--- config.mk ---
export PLATFORM = sky130hd
export DESIGN_NAME = flappy_game_ctrl
export DESIGN_NICKNAME = d
export VERILOG_FILES = /design/src/rtl/flappy_game_ctrl.sv
export SDC_FILE = /design/constraint.sdc
export NUM_CORES = 1
export LEC_CHECK = 0
export ABC_AREA = 1
export BUFFER_PORTS_ARGS = -buffer_cell sky130_fd_sc_hd__buf_2
export CAP_MARGIN = 20
export CORE_AREA = 2 2 112 114
export CTS_CLUSTER_DIAMETER = 120
export DETAILED_ROUTE_END_ITERATION = 8
export DIE_AREA = 0 0 114 116
export PLACE_DENSITY = 0.54
export SYNTH_ARGS = -nofsm -noshare
export SYNTH_HDL_FRONTEND = slang
export SYNTH_SLANG_ARGS = --single-unit
--- constraint.sdc ---
create_clock -name Clock -period 2.31 [get_ports Clock]
set_input_delay 0 -clock Clock [delete_from_list [all_inputs] [get_ports Clock]]
set_output_delay 0 -clock Clock [all_outputs]
set_load 0.01 [all_outputs]
--- src/rtl/flappy_game_ctrl.sv ---
// flappy_game_ctrl
//   Game sequencer for the 16x16 LED matrix flappy game. Runs the
//   START -> PLAY -> OVER flow, produces the frame and gravity ticks that
//   pace the pipe scroller and the bird, detects collisions on the bird row
//   and keeps the score.
//
// Ports
//   Clock       system clock
//   RST         synchronous reset, active-high
//   flap        debounced single-cycle button pulse
//   birdie      bird row vector (one-hot, all-zero = bird off screen)
//   pipes       pipe matrix [row][col], 1 = pipe pixel
//   screen_sel  0 start screen, 1 play, 2 game over
//   play_en     high while playing; pipe/bird modules freeze when low
//   frame_tick  one pulse per frame period, PLAY only
//   grav_tick   one pulse every GRAV_FRAMES frame ticks, PLAY only
//   bird_up     flap qualified by PLAY
//   game_over   one pulse on the cycle PLAY is left because of a crash
//   score       pipes cleared, saturating; held until the next game starts
//
// All outputs are registered, so they reflect the inputs and state of the
// previous cycle.
module flappy_game_ctrl #(
  parameter int FRAME_DIV   = 25_000_000,
  parameter int GRAV_FRAMES = 2,
  parameter int HOLD_FRAMES = 8,
  parameter int BIRD_ROW    = 2,
  parameter int SCORE_W     = 8
) (
  input  logic                Clock,
  input  logic                RST,
  input  logic                flap,
  input  logic [15:0]         birdie,
  input  logic [15:0][15:0]   pipes,
  output logic [1:0]          screen_sel,
  output logic                play_en,
  output logic                frame_tick,
  output logic                grav_tick,
  output logic                bird_up,
  output logic                game_over,
  output logic [SCORE_W-1:0]  score
);

  localparam int DIV_W  = (FRAME_DIV > 1) ? $clog2(FRAME_DIV) : 1;
  localparam int GRAV_W = $clog2(GRAV_FRAMES + 1);
  localparam int HOLD_W = $clog2(HOLD_FRAMES + 1);

  localparam logic [DIV_W-1:0]   DIV_LAST  = DIV_W'(FRAME_DIV - 1);
  localparam logic [GRAV_W-1:0]  GRAV_LAST = GRAV_W'(GRAV_FRAMES - 1);
  localparam logic [HOLD_W-1:0]  HOLD_MAX  = HOLD_W'(HOLD_FRAMES);
  localparam logic [SCORE_W-1:0] SCORE_MAX = {SCORE_W{1'b1}};

  typedef enum logic [1:0] {
    S_START = 2'd0,
    S_PLAY  = 2'd1,
    S_OVER  = 2'd2
  } state_t;

  state_t              state_q, state_d;
  logic [DIV_W-1:0]    div_q, div_d;
  logic [GRAV_W-1:0]   grav_q, grav_d;
  logic [HOLD_W-1:0]   hold_q, hold_d;
  logic [SCORE_W-1:0]  score_q, score_d;
  logic [1:0]          screen_sel_q, screen_sel_d;
  logic                play_en_q, play_en_d;
  logic                frame_tick_q, frame_tick_d;
  logic                grav_tick_q, grav_tick_d;
  logic                bird_up_q, bird_up_d;
  logic                game_over_q, game_over_d;

  logic [15:0]         bird_row;
  logic                hit;
  logic                frame_end;
  logic [DIV_W-1:0]    div_next;

  // Only the bird's row matters here; the other rows feed the display path.
  logic unused_pipes;
  assign unused_pipes = ^pipes;

  assign bird_row  = pipes[BIRD_ROW];
  // A bird that has left the screen (all-zero vector) counts as a crash.
  assign hit       = (|(birdie & bird_row)) | (birdie == 16'h0000);
  assign frame_end = (div_q == DIV_LAST);
  assign div_next  = frame_end ? '0 : div_q + 1'b1;

  always_comb begin
    state_d      = state_q;
    div_d        = div_q;
    grav_d       = grav_q;
    hold_d       = hold_q;
    score_d      = score_q;
    frame_tick_d = 1'b0;
    grav_tick_d  = 1'b0;
    bird_up_d    = 1'b0;
    game_over_d  = 1'b0;

    case (state_q)
      S_START: begin
        // The starting flap only starts the game; it never lifts the bird.
        if (flap) begin
          state_d = S_PLAY;
          div_d   = '0;
          grav_d  = '0;
          hold_d  = '0;
          score_d = '0;
        end
      end

      S_PLAY: begin
        div_d = div_next;
        if (hit) begin
          // A crash beats everything else that would happen this cycle.
          state_d     = S_OVER;
          game_over_d = 1'b1;
        end else begin
          bird_up_d = flap;
          if (frame_end) begin
            frame_tick_d = 1'b1;
            if (grav_q == GRAV_LAST) begin
              grav_d      = '0;
              grav_tick_d = 1'b1;
            end else begin
              grav_d = grav_q + 1'b1;
            end
            if ((bird_row != 16'h0000) && (score_q != SCORE_MAX)) begin
              score_d = score_q + 1'b1;
            end
          end
        end
      end

      S_OVER: begin
        // Frame timing keeps running so the game-over screen is held for a
        // fixed number of frame periods before a flap is accepted.
        div_d = div_next;
        if (frame_end && (hold_q != HOLD_MAX)) begin
          hold_d = hold_q + 1'b1;
        end
        if (flap && (hold_q == HOLD_MAX)) begin
          state_d = S_START;
        end
      end

      default: state_d = S_START;
    endcase

    play_en_d = (state_d == S_PLAY);
    case (state_d)
      S_PLAY:  screen_sel_d = 2'd1;
      S_OVER:  screen_sel_d = 2'd2;
      default: screen_sel_d = 2'd0;
    endcase
  end

  always_ff @(posedge Clock) begin
    if (RST) begin
      state_q      <= S_START;
      div_q        <= '0;
      grav_q       <= '0;
      hold_q       <= '0;
      score_q      <= '0;
      screen_sel_q <= 2'd0;
      play_en_q    <= 1'b0;
      frame_tick_q <= 1'b0;
      grav_tick_q  <= 1'b0;
      bird_up_q    <= 1'b0;
      game_over_q  <= 1'b0;
    end else begin
      state_q      <= state_d;
      div_q        <= div_d;
      grav_q       <= grav_d;
      hold_q       <= hold_d;
      score_q      <= score_d;
      screen_sel_q <= screen_sel_d;
      play_en_q    <= play_en_d;
      frame_tick_q <= frame_tick_d;
      grav_tick_q  <= grav_tick_d;
      bird_up_q    <= bird_up_d;
      game_over_q  <= game_over_d;
    end
  end

  assign screen_sel = screen_sel_q;
  assign play_en    = play_en_q;
  assign frame_tick = frame_tick_q;
  assign grav_tick  = grav_tick_q;
  assign bird_up    = bird_up_q;
  assign game_over  = game_over_q;
  assign score      = score_q;

endmodule

==> impl_results.md, run 1 <==
* Worst path slowest cell: dfxtp_1
* Ranking of synthesized cells by area: dfxtp_1 34%, nand2_1 15%, nor2_1 12%
* Total Nets Final at 786
* Placed Cells at 643
* Outcome: complete, no violations
* Most instantiated library cell after synthesis: nand2_1
* Required time of the critical path at 2.47 ns
* GP Congestion at 0.8520
* Vias in the first global route at 2,794
* Slew headroom at 69.58%
* RR Endpoint: score[3]
* I/O pin total at 290
* Worst setup startpoint: div_q[0]
* Yosys cell types at 35
* CORE AREA at 11,910 um2
* CP peak stage delay at 0.38 ns
* TritonCTS clock tree: done
* Die Ht at 116 um
* P&R area growth vs syn at 20.79%
* Count of non-filler cells in the finished layout at 651
* Routed Antenna Nets at 0
* Dominant cell type by area after synthesis: dfxtp_1
* Setup TNS at 0 ns
* Final wirelength at 8645 um
* CP dominant cell by count: nand2_1
* Largest net degree at the start of global routing at 15
* Maxcap violations at 0
* # fillers at 1,312
* Hold Buf Count CTS at 0
* Die area at 13,220 um2
* Pwr Total at 2.181 mW
* Final Cycle Share at 87.39%
* Final setup fails at 0
* Critical Path End Type: flop
* Synth Cell Area at 2804 um2
* Primary FF master, synth: dfxtp_1
* Mapped Nets at 729
* Min-delay worst type: input port to flop
* IO buf count at 49
* Hold Slack at 0.02161 ns
* Layout cells sized above 1 at 16.07%
* Row count at 40
* H-tree Lvls at 2
* Worst path cell trace: ha_1 -> nand2_1 -> nor2_1 -> nand3_1 -> nor2_1 -> nand2_1 -> nand2_1 -> nand4_4 -> nand2_1 -> a21oi_1
* R2R setup slack at 0.29 ns
* CTS Buf Count at 5
* P_leak at 1.449 nW
* Max IR drop VDD at 0.2891 mV
* Worst r2r src: div_q[0]
* Fmax at 495.4 MHz
* TritonRoute pass-1 iters at 4
* Vias after detailed routing at 2,988
* Clock Pin Slew Worst Setup and Hold Paths at 0.07 ns
* Post-cts resize count at 0
* Clock root buffer: clkbuf_16
* Initial antenna violation count at 0
* Avg Cell Area, Syn at 6.287 um2
* Post-synth top area share at 33.56%
* Setup crit end: score[3]
* Setup CP Type: flop to flop
* Yosys reg bits at 47
* First-pass GRT wire length at 13,840 um
* Die Span X at 114 um
* Cells after Synth at 446
* Diode count at 0
* Longest Clk Path Bufs at 2
* Tot GR Track Use at 13.36%
* Clock Skew at 0.007491 ns
* Latest clock arrival within the worst-skew pair at 0.29 ns
* Total grt overflow at 0
* Pwr/cell area at 644.1 nW/um2
* Final Critical Period at 2.019 ns
* Synth warn at 0
* Fin. Hold Viols at 0
* Tightest Pin Transition at 0.4515 ns
* Detailed placer's ending HPWL at 7214 um
* Starting DRC count in detailed routing at 159
* WL/cell at 13.28 um
* EDFF count, synth at 0
* Setup bufs post-CTS at 0
* CP max FO at 9
* Max-slew violations at 0
* Drt drc at 0
* Clock sinks at 47
* Seq/Total Area, Yosys at 33.56%
* Most frequent cells after synthesis: 111 x nand2_1, 89 x nor2_1, 52 x inv_1, 47 x dfxtp_1
* DR vias/cell at 4.590
* Worst EP arrival at 2.18 ns
* Initial Util at 23.54%
* Startpoint types: flop
* Fraction of registers with async set/reset at 0%
* RSZ-0062 raised after global routing: false
* Reg2reg path depth at 10
per-stage QoR:
step | area (um2) | worst slack [ns] | util [%]
6_report | 3387 | 0.2914 | 28.43
5_1_grt | 3387 | 0.1527 | 28.43
4_1_cts | 3387 | 0.3051 | 28.43
3_5_place_dp | 3247 | 0.3187 | 27.26
2_1_floorplan | 2804 | 0.6521 | -
3_3_place_gp | 3247 | 0.3806 | 27.26
layout by cell type (no fill, tap or decap):
cell type / instances
inv_1: 52
nor3_2: 1
a211oi_1: 2
a31o_2: 1
nand3b_1: 1
nor4_1: 4
and2_1: 1
inv_2: 2
o21ai_0: 11
and3_1: 4
clkbuf_16: 5
buf_2: 49
dfxtp_1: 47
nor3_4: 2
nand2_1: 111
a21oi_1: 27
nand4_4: 1
clkinv_2: 3
o21ai_2: 1
nor3_1: 23
ha_1: 8
o21ai_1: 2
o21a_1: 1
a21oi_2: 1
xor2_1: 5
nand4_1: 3
or2_0: 1
nand2_2: 6
nor2_1: 89
o21bai_1: 1
a31oi_1: 2
nand3_1: 27
buf_4: 6
or2_2: 1
nor2_2: 2
or2_1: 1
layer usage:
metal,wire [um],track usage [%],vias up
met5,0,0,-
met4,48,1.951,0
met3,628,2.144,7
met2,3796,21.71,88
met1,4170,19.11,1356
li1,-,-,1537
worst min-delay path by stage:
stage                     startpoint         to  slack, ns  depth (start not counted)
after floorplan                 flap    bird_up       0.18                          2
after global placement           RST   score[5]       0.31                          2
after detailed placement         RST  hold_q[2]       0.32                          2
after CTS                        RST  hold_q[2]       0.01                          2
after global routing             RST   score[2]       0.02                          2
final                            RST  hold_q[2]       0.02                          2
power breakdown:
| part | internal, mW | switching (mW) | leakage, nW |
|---|---|---|---|
| clock network | 0.395 | 0.311 | 0.0733 |
| logic | 0.198 | 0.359 | 0.994 |
| registers | 0.868 | 0.0496 | 0.381 |
registers in the layout, indices dropped and copies added, names as in the netlist, 2 cells and up:
name	cells
hold_q	4
state_q	2
screen_sel	2
div_q	25
score	8
grav_q	2
area by class of cell:
type,instances,area (um2),share of cell area [%]
Timing Repair Buffer,55,290.3,8.570
Tap cell,147,183.9,5.430
Clock buffer,5,125.1,3.694
Multi-Input combinational cell,340,1629,48.10
Clock inverter,3,15.01,0.4433
Sequential cell,47,940.9,27.78
Inverter,54,202.7,5.984
kinds of logic (layout without fill, tap and decap cells):
kind of cell               count (synthesis)  in the layout  synth area share [%]
AOI/OAI and AO/OA                         49             49                 9.594
xor gates and xnor gates                   5              5                 1.562
adders and majority gates                  8              8                 3.570
buffers and inverters                     59            117                 8.344
DFF                                       47             47                 33.56
and+or+nand+nor                          278            278                 43.37
worst max-delay path, delay by kind of cell, from the launching register on:
kind	cells	cell delay (ns)
AND/OR/NAND/NOR	8	1.24
flip-flops	1	0.38
adder cells (fa/ha/maj)	1	0.19
AO/OA/AOI/OAI	1	0.10
No activity file was read; power rests on OpenSTA's default activity.
==> inputs of run 2 (changes only) <==
--- a/config.mk
+++ b/config.mk
@@ -12,7 +12,8 @@
 export CTS_CLUSTER_DIAMETER = 120
 export DETAILED_ROUTE_END_ITERATION = 8
 export DIE_AREA = 0 0 114 116
-export PLACE_DENSITY = 0.54
+export PLACE_DENSITY = 0.67
+export RECOVER_POWER = 100
 export SYNTH_ARGS = -nofsm -noshare
 export SYNTH_HDL_FRONTEND = slang
 export SYNTH_SLANG_ARGS = --single-unit
==> run 2 against run 1 <==
Net effect: sequential share of layout area decreased by 0.051 points; utilization increased by 0.052 points; fmax increased by 0.85%.
==> impl_results.md, run 2 (same netlist as run 1, synthesis figures left out) <==
* Largest net degree at the start of global routing at 17
* # fillers at 1,345
* Register area at 940.9 um2
* Final wirelength at 8047 um
* Critical Path End Type: flop
* Int Power at 1.568 mW
* Max-slew violations at 0
* Die area at 13,220 um2
* Pwr/cell area at 674.7 nW/um2
* Sw frac at 31.52%
* DR vias/cell at 4.428
* Final Critical Period at 2.002 ns
* Final Cycle Share at 86.65%
* Fin. Hold Viols at 0
* H-tree Lvls at 2
* Worst path slowest cell: dfxtp_1
* Most frequent cells in the layout: 112 x nand2_1, 89 x nor2_1, 52 x inv_1
* Highest metal used: met4
* Fmax at 499.6 MHz
* Comb pwr share at 23.0%
* Maxcap violations at 0
* WL met1 at 4372 um
* Vias after detailed routing at 2,887
* Detailed placer's ending HPWL at 6597 um
* TritonRoute pass-1 iters at 4
* Worst path cell trace: ha_1 -> nand2_1 -> nor2_1 -> nand3_1 -> nor2_1 -> nand2_1 -> o21ai_0 -> nand2_1 -> o21ai_0 -> inv_1 -> nor2_1
* CTS Buf Count at 5
* CP peak stage delay at 0.37 ns
* Vias in the first global route at 2,550
* Outcome: complete, no violations
* Clk pwr share at 37.1%
* Diode count at 0
* Tightest Pin Transition at 0.4411 ns
* P_leak at 1.399 nW
* Max IR drop VDD at 0.2785 mV
* Setup CP Type: flop to flop
* Setup TNS at 0 ns
* Pwr Total at 2.289 mW
* WL/cell at 12.34 um
* RSZ-0062 raised after global routing: false
* First-pass GRT wire length at 12,580 um
* Met2 WL at 2974 um
* Initial Util at 23.54%
* GP Congestion at 0.8921
* Clock Skew at 0.007232 ns
* Reg with most FFs: div_q
* Hold Buf Count CTS at 0
* P&R area growth vs syn at 21.02%
* TritonCTS clock tree: done
* Drt drc at 0
* Latest clock arrival within the worst-skew pair at 0.29 ns
* Clock Pin Slew Worst Setup and Hold Paths at 0.07 ns
* Total grt overflow at 0
* Tot GR Track Use at 12.30%
* Clock sinks at 47
* Flip-flop count of the largest register after layout at 25
* Most common cell after layout, fill and taps aside: nand2_1
* CP max FO at 7
* Area of the multi-input gates at 1618 um2
* Routed Antenna Nets at 0
* Layout cells sized above 1 at 12.48%
* IO buf count at 49
* Min-delay worst type: input port to flop
* Total Nets Final at 787
* Clock root buffer: clkbuf_16
* Row count at 40
* Startpoint types: flop
* Crit path buf inv count at 1
* Metal3 WL at 611 um
* Starting DRC count in detailed routing at 226
* Longest Clk Path Bufs at 2
* Initial antenna violation count at 0
* Die Ht at 116 um
* Slew headroom at 70.32%
* Post-cts resize count at 0
* Setup bufs post-CTS at 0
* Reg power frac at 39.9%
* I/O pin total at 290
* CORE AREA at 11,910 um2
* Psw at 0.7217 mW
* Die Span X at 114 um
* Critical path's top delay family: simple AND/OR/NAND/NOR gates
* Worst EP arrival at 2.23 ns
* Final setup fails at 0
* Required time of the critical path at 2.54 ns
[run 2: cell types whose count changed in the layout (fill, tap and decap cells not counted), sizes merged]
cell / delta
clkbuf: +16
buf: -15
clkinv: -2
bufinv: +1
inv: +1
[run 2: worst paths after layout]
kind | startpoint | cells past startpoint | slack (ns) | to
setup / recovery | div_q[0] | 11 | 0.31 | hold_q[2]
hold / removal | RST | 2 | 0.03 | score[5]
setup reg to reg | div_q[0] | 11 | 0.31 | hold_q[2]
hold reg to reg | grav_q[1] | 2 | 0.43 | grav_q[1]
[run 2: layer usage]
| metal | track usage, % | vias to the layer above |
|---|---|---|
| li1 | - | 1542 |
| met1 | 19.16 | 1247 |
| met2 | 17.10 | 86 |
| met3 | 2.615 | 12 |
| met4 | 2.602 | 0 |
| met5 | 0 | - |
[run 2: area by class of cell]
| type | count | area share (%) |
|---|---|---|
| Multi-Input combinational cell | 340 | 47.68 |
| Clock buffer | 5 | 3.687 |
| Tap cell | 147 | 5.420 |
| Sequential cell | 47 | 27.73 |
| Clock inverter | 3 | 1.401 |
| Timing Repair Buffer | 56 | 8.112 |
| Inverter | 54 | 5.973 |
[run 2: worst register-to-register path, stage by stage (launching register included)]
cell and delay, ns:
dfxtp_1 0.37, ha_1 0.18, nand2_1 0.13, nor2_1 0.21, nand3_1 0.11, nor2_1 0.13, nand2_1 0.10, o21ai_0 0.22
nand2_1 0.19, o21ai_0 0.19, inv_1 0.05, nor2_1 0.07
[run 2: through the flow]
step	setup slack (ns)	instances	area (um2)	hold slack [ns]	util, %
after floorplan	0.6521	446	2804	0.1811	-
after global placement	0.3786	644	3254	0.3232	27.32
after detailed placement	0.3684	644	3254	0.3265	27.32
after CTS	0.3213	652	3427	0.02161	28.77
after global routing	0.07815	652	3393	0.03322	28.49
final	0.3083	652	3393	0.02776	28.49
[run 2: power by group through the flow]
stage	sequential, mW	combinational, mW	clock [mW]
2_1_floorplan	0.940	0.350	0
3_3_place_gp	0.931	0.537	0
3_5_place_dp	0.933	0.543	0
4_1_cts	0.914	0.546	0.864
5_1_grt	0.922	0.603	0.907
6_report	0.914	0.526	0.849
==> inputs of run 3 (changes only) <==
--- a/config.mk
+++ b/config.mk
@@ -6,7 +6,7 @@
 export NUM_CORES = 1
 export LEC_CHECK = 0
 export ABC_AREA = 1
-export BUFFER_PORTS_ARGS = -buffer_cell sky130_fd_sc_hd__buf_2
+export BUFFER_PORTS_ARGS = -buffer_cell sky130_fd_sc_hd__buf_4
 export CAP_MARGIN = 20
 export CORE_AREA = 2 2 112 114
 export CTS_CLUSTER_DIAMETER = 120
==> run 3 against run 2 <==
Net effect: combinational power grew 4.6%; final cell count grew 0.15%; die area is the same; sequential share of layout area shrank 0.76 points; first-iteration DRC count grew 21%; largest cell class unchanged.
==> impl_results.md, run 3 (same netlist as run 1, synthesis figures left out) <==
* Detailed placer's ending HPWL at 6664 um
* Critical Path End Type: flop
* RR Endpoint: hold_q[2]
* Clock root buffer: clkbuf_16
* Crit path buf inv count at 1
* Hold path cells at 3
* Final wirelength at 8057 um
* First-pass GRT wire length at 12,630 um
* H-tree Lvls at 2
* Top Usage Layer GRT: met1
* GRT met1 Usage at 19.40%
* I/O pin total at 290
* P_leak at 1.432 nW
* Maxcap violations at 0
* CORE AREA at 11,910 um2
* Fin. Hold Viols at 0
* CP peak stage delay at 0.37 ns
* CTS Buf Count at 5
* Setup CP Type: flop to flop
* Worst path slowest cell: dfxtp_1
* Outcome: complete, no violations
* Layout cells sized above 1 at 12.45%
* Drt drc at 0
* Max IR drop VDD at 0.2724 mV
* Total grt overflow at 0
* Final Cycle Share at 84.46%
* Post-cts resize count at 0
* Reg2reg path depth at 11
* Util after Layout at 29.29%
* Hold Buf Count CTS at 1
* Fmax at 512.6 MHz
* Longest Clk Path Bufs at 2
* Min-delay src: flap
* Vias in the first global route at 2,584
* Max-slew violations at 0
* Initial Util at 23.54%
* Startpoint types: flop
* RSZ-0062 raised after global routing: false
* Tot GR Track Use at 12.27%
* Die Ht at 116 um
* TritonCTS clock tree: done
* Worst EP arrival at 2.18 ns
* GRT met2 Usage at 16.43%
* Setup bufs post-CTS at 0
* Vias after detailed routing at 2,892
* Setup TNS at 0 ns
* Diode count at 0
* Hold EP: bird_up
* R2R setup slack at 0.36 ns
* Slew headroom at 69.89%
* Latest clock arrival within the worst-skew pair at 0.29 ns
* Initial antenna violation count at 0
* Die Span X at 114 um
* Placed cell areas at 3377 um2
* Most frequent cells in the layout: 112 x nand2_1, 89 x nor2_1, 52 x inv_1
* P&R area growth vs syn at 24.41%
* Largest net degree at the start of global routing at 17
* Reg with most FFs: div_q
* Final Cell Area at 3488 um2
* Pwr/cell area at 662.3 nW/um2
* GP Congestion at 0.9300
* Min-delay worst type: input port to flop
* Final setup fails at 0
* DR vias/cell at 4.429
* IO buf count at 49
* WL/cell at 12.34 um
* Flip-flop count of the largest register after layout at 25
* Pwr Total at 2.310 mW
* Clock Skew at 0.004645 ns
* Clock Pin Slew Worst Setup and Hold Paths at 0.07 ns
* CP max FO at 7
* Critical path's top delay family: simple AND/OR/NAND/NOR gates
* Met3 usage at 2.877%
* Starting DRC count in detailed routing at 274
* Clock sinks at 47
* Worst r2r src: div_q[0]
* Required time of the critical path at 2.54 ns
* Total Nets Final at 788
* Row count at 40
* Die area at 13,220 um2
* Worst path cell trace: ha_1 -> nand2_1 -> nor2_1 -> nand3_1 -> nor2_1 -> nand2_1 -> o21ai_0 -> nand2_1 -> o21ai_0 -> inv_1 -> nor2_1
* Final Critical Period at 1.951 ns
* TritonRoute pass-1 iters at 4
* Routed Antenna Nets at 0
* Tightest Pin Transition at 0.4476 ns
* Most common cell after layout, fill and taps aside: nand2_1
run 3: layout make-up:
type / instances / area [um2]
Sequential cell: 47 / 940.9
Tap cell: 147 / 183.9
Fill cell: 1312 / 8423
Clock inverter: 3 / 47.55
Multi-Input combinational cell: 340 / 1618
Timing Repair Buffer: 57 / 370.4
Inverter: 54 / 202.7
Clock buffer: 5 / 125.1
run 3: report_power, final:
part	internal [mW]	switching [mW]	total [mW]	leakage, nW
combinational	0.205	0.345	0.550	0.967
sequential	0.868	0.0470	0.915	0.381
clock	0.516	0.328	0.845	0.0844
run 3: tightest hold or removal path: stages:
cell and delay, ns:
buf_4 0.12, inv_1 0.10, nor3_1 0.07
run 3: worst max path at each step:
stage / startpoint / end / slack (ns) / depth (start not counted)
final: div_q[0] / hold_q[2] / 0.36 / 11
after global routing: div_q[0] / hold_q[2] / 0.08 / 11
after CTS: div_q[0] / score[0] / 0.37 / 10
after detailed placement: div_q[0] / score[0] / 0.38 / 10
after global placement: div_q[0] / score[0] / 0.37 / 10
after floorplan: state_q[0] / div_q[16] / 0.65 / 10
run 3: through the flow:
step           setup slack (ns)  hold slack (ns)  instances
2_1_floorplan            0.6521           0.1811        446
3_3_place_gp             0.3683           0.2693        644
3_5_place_dp             0.3811           0.2691        644
4_1_cts                  0.3667          0.04999        653
5_1_grt                 0.08434          0.07816        653
6_report                 0.3591          0.04922        653
run 3: routing by layer:
| layer | wire length (um) | share of wire, % |
|---|---|---|
| met1 | 4302 | 53 |
| met2 | 3023 | 38 |
| met3 | 652 | 8.1 |
| met4 | 78 | 0.97 |
| met5 | 0 | 0 |
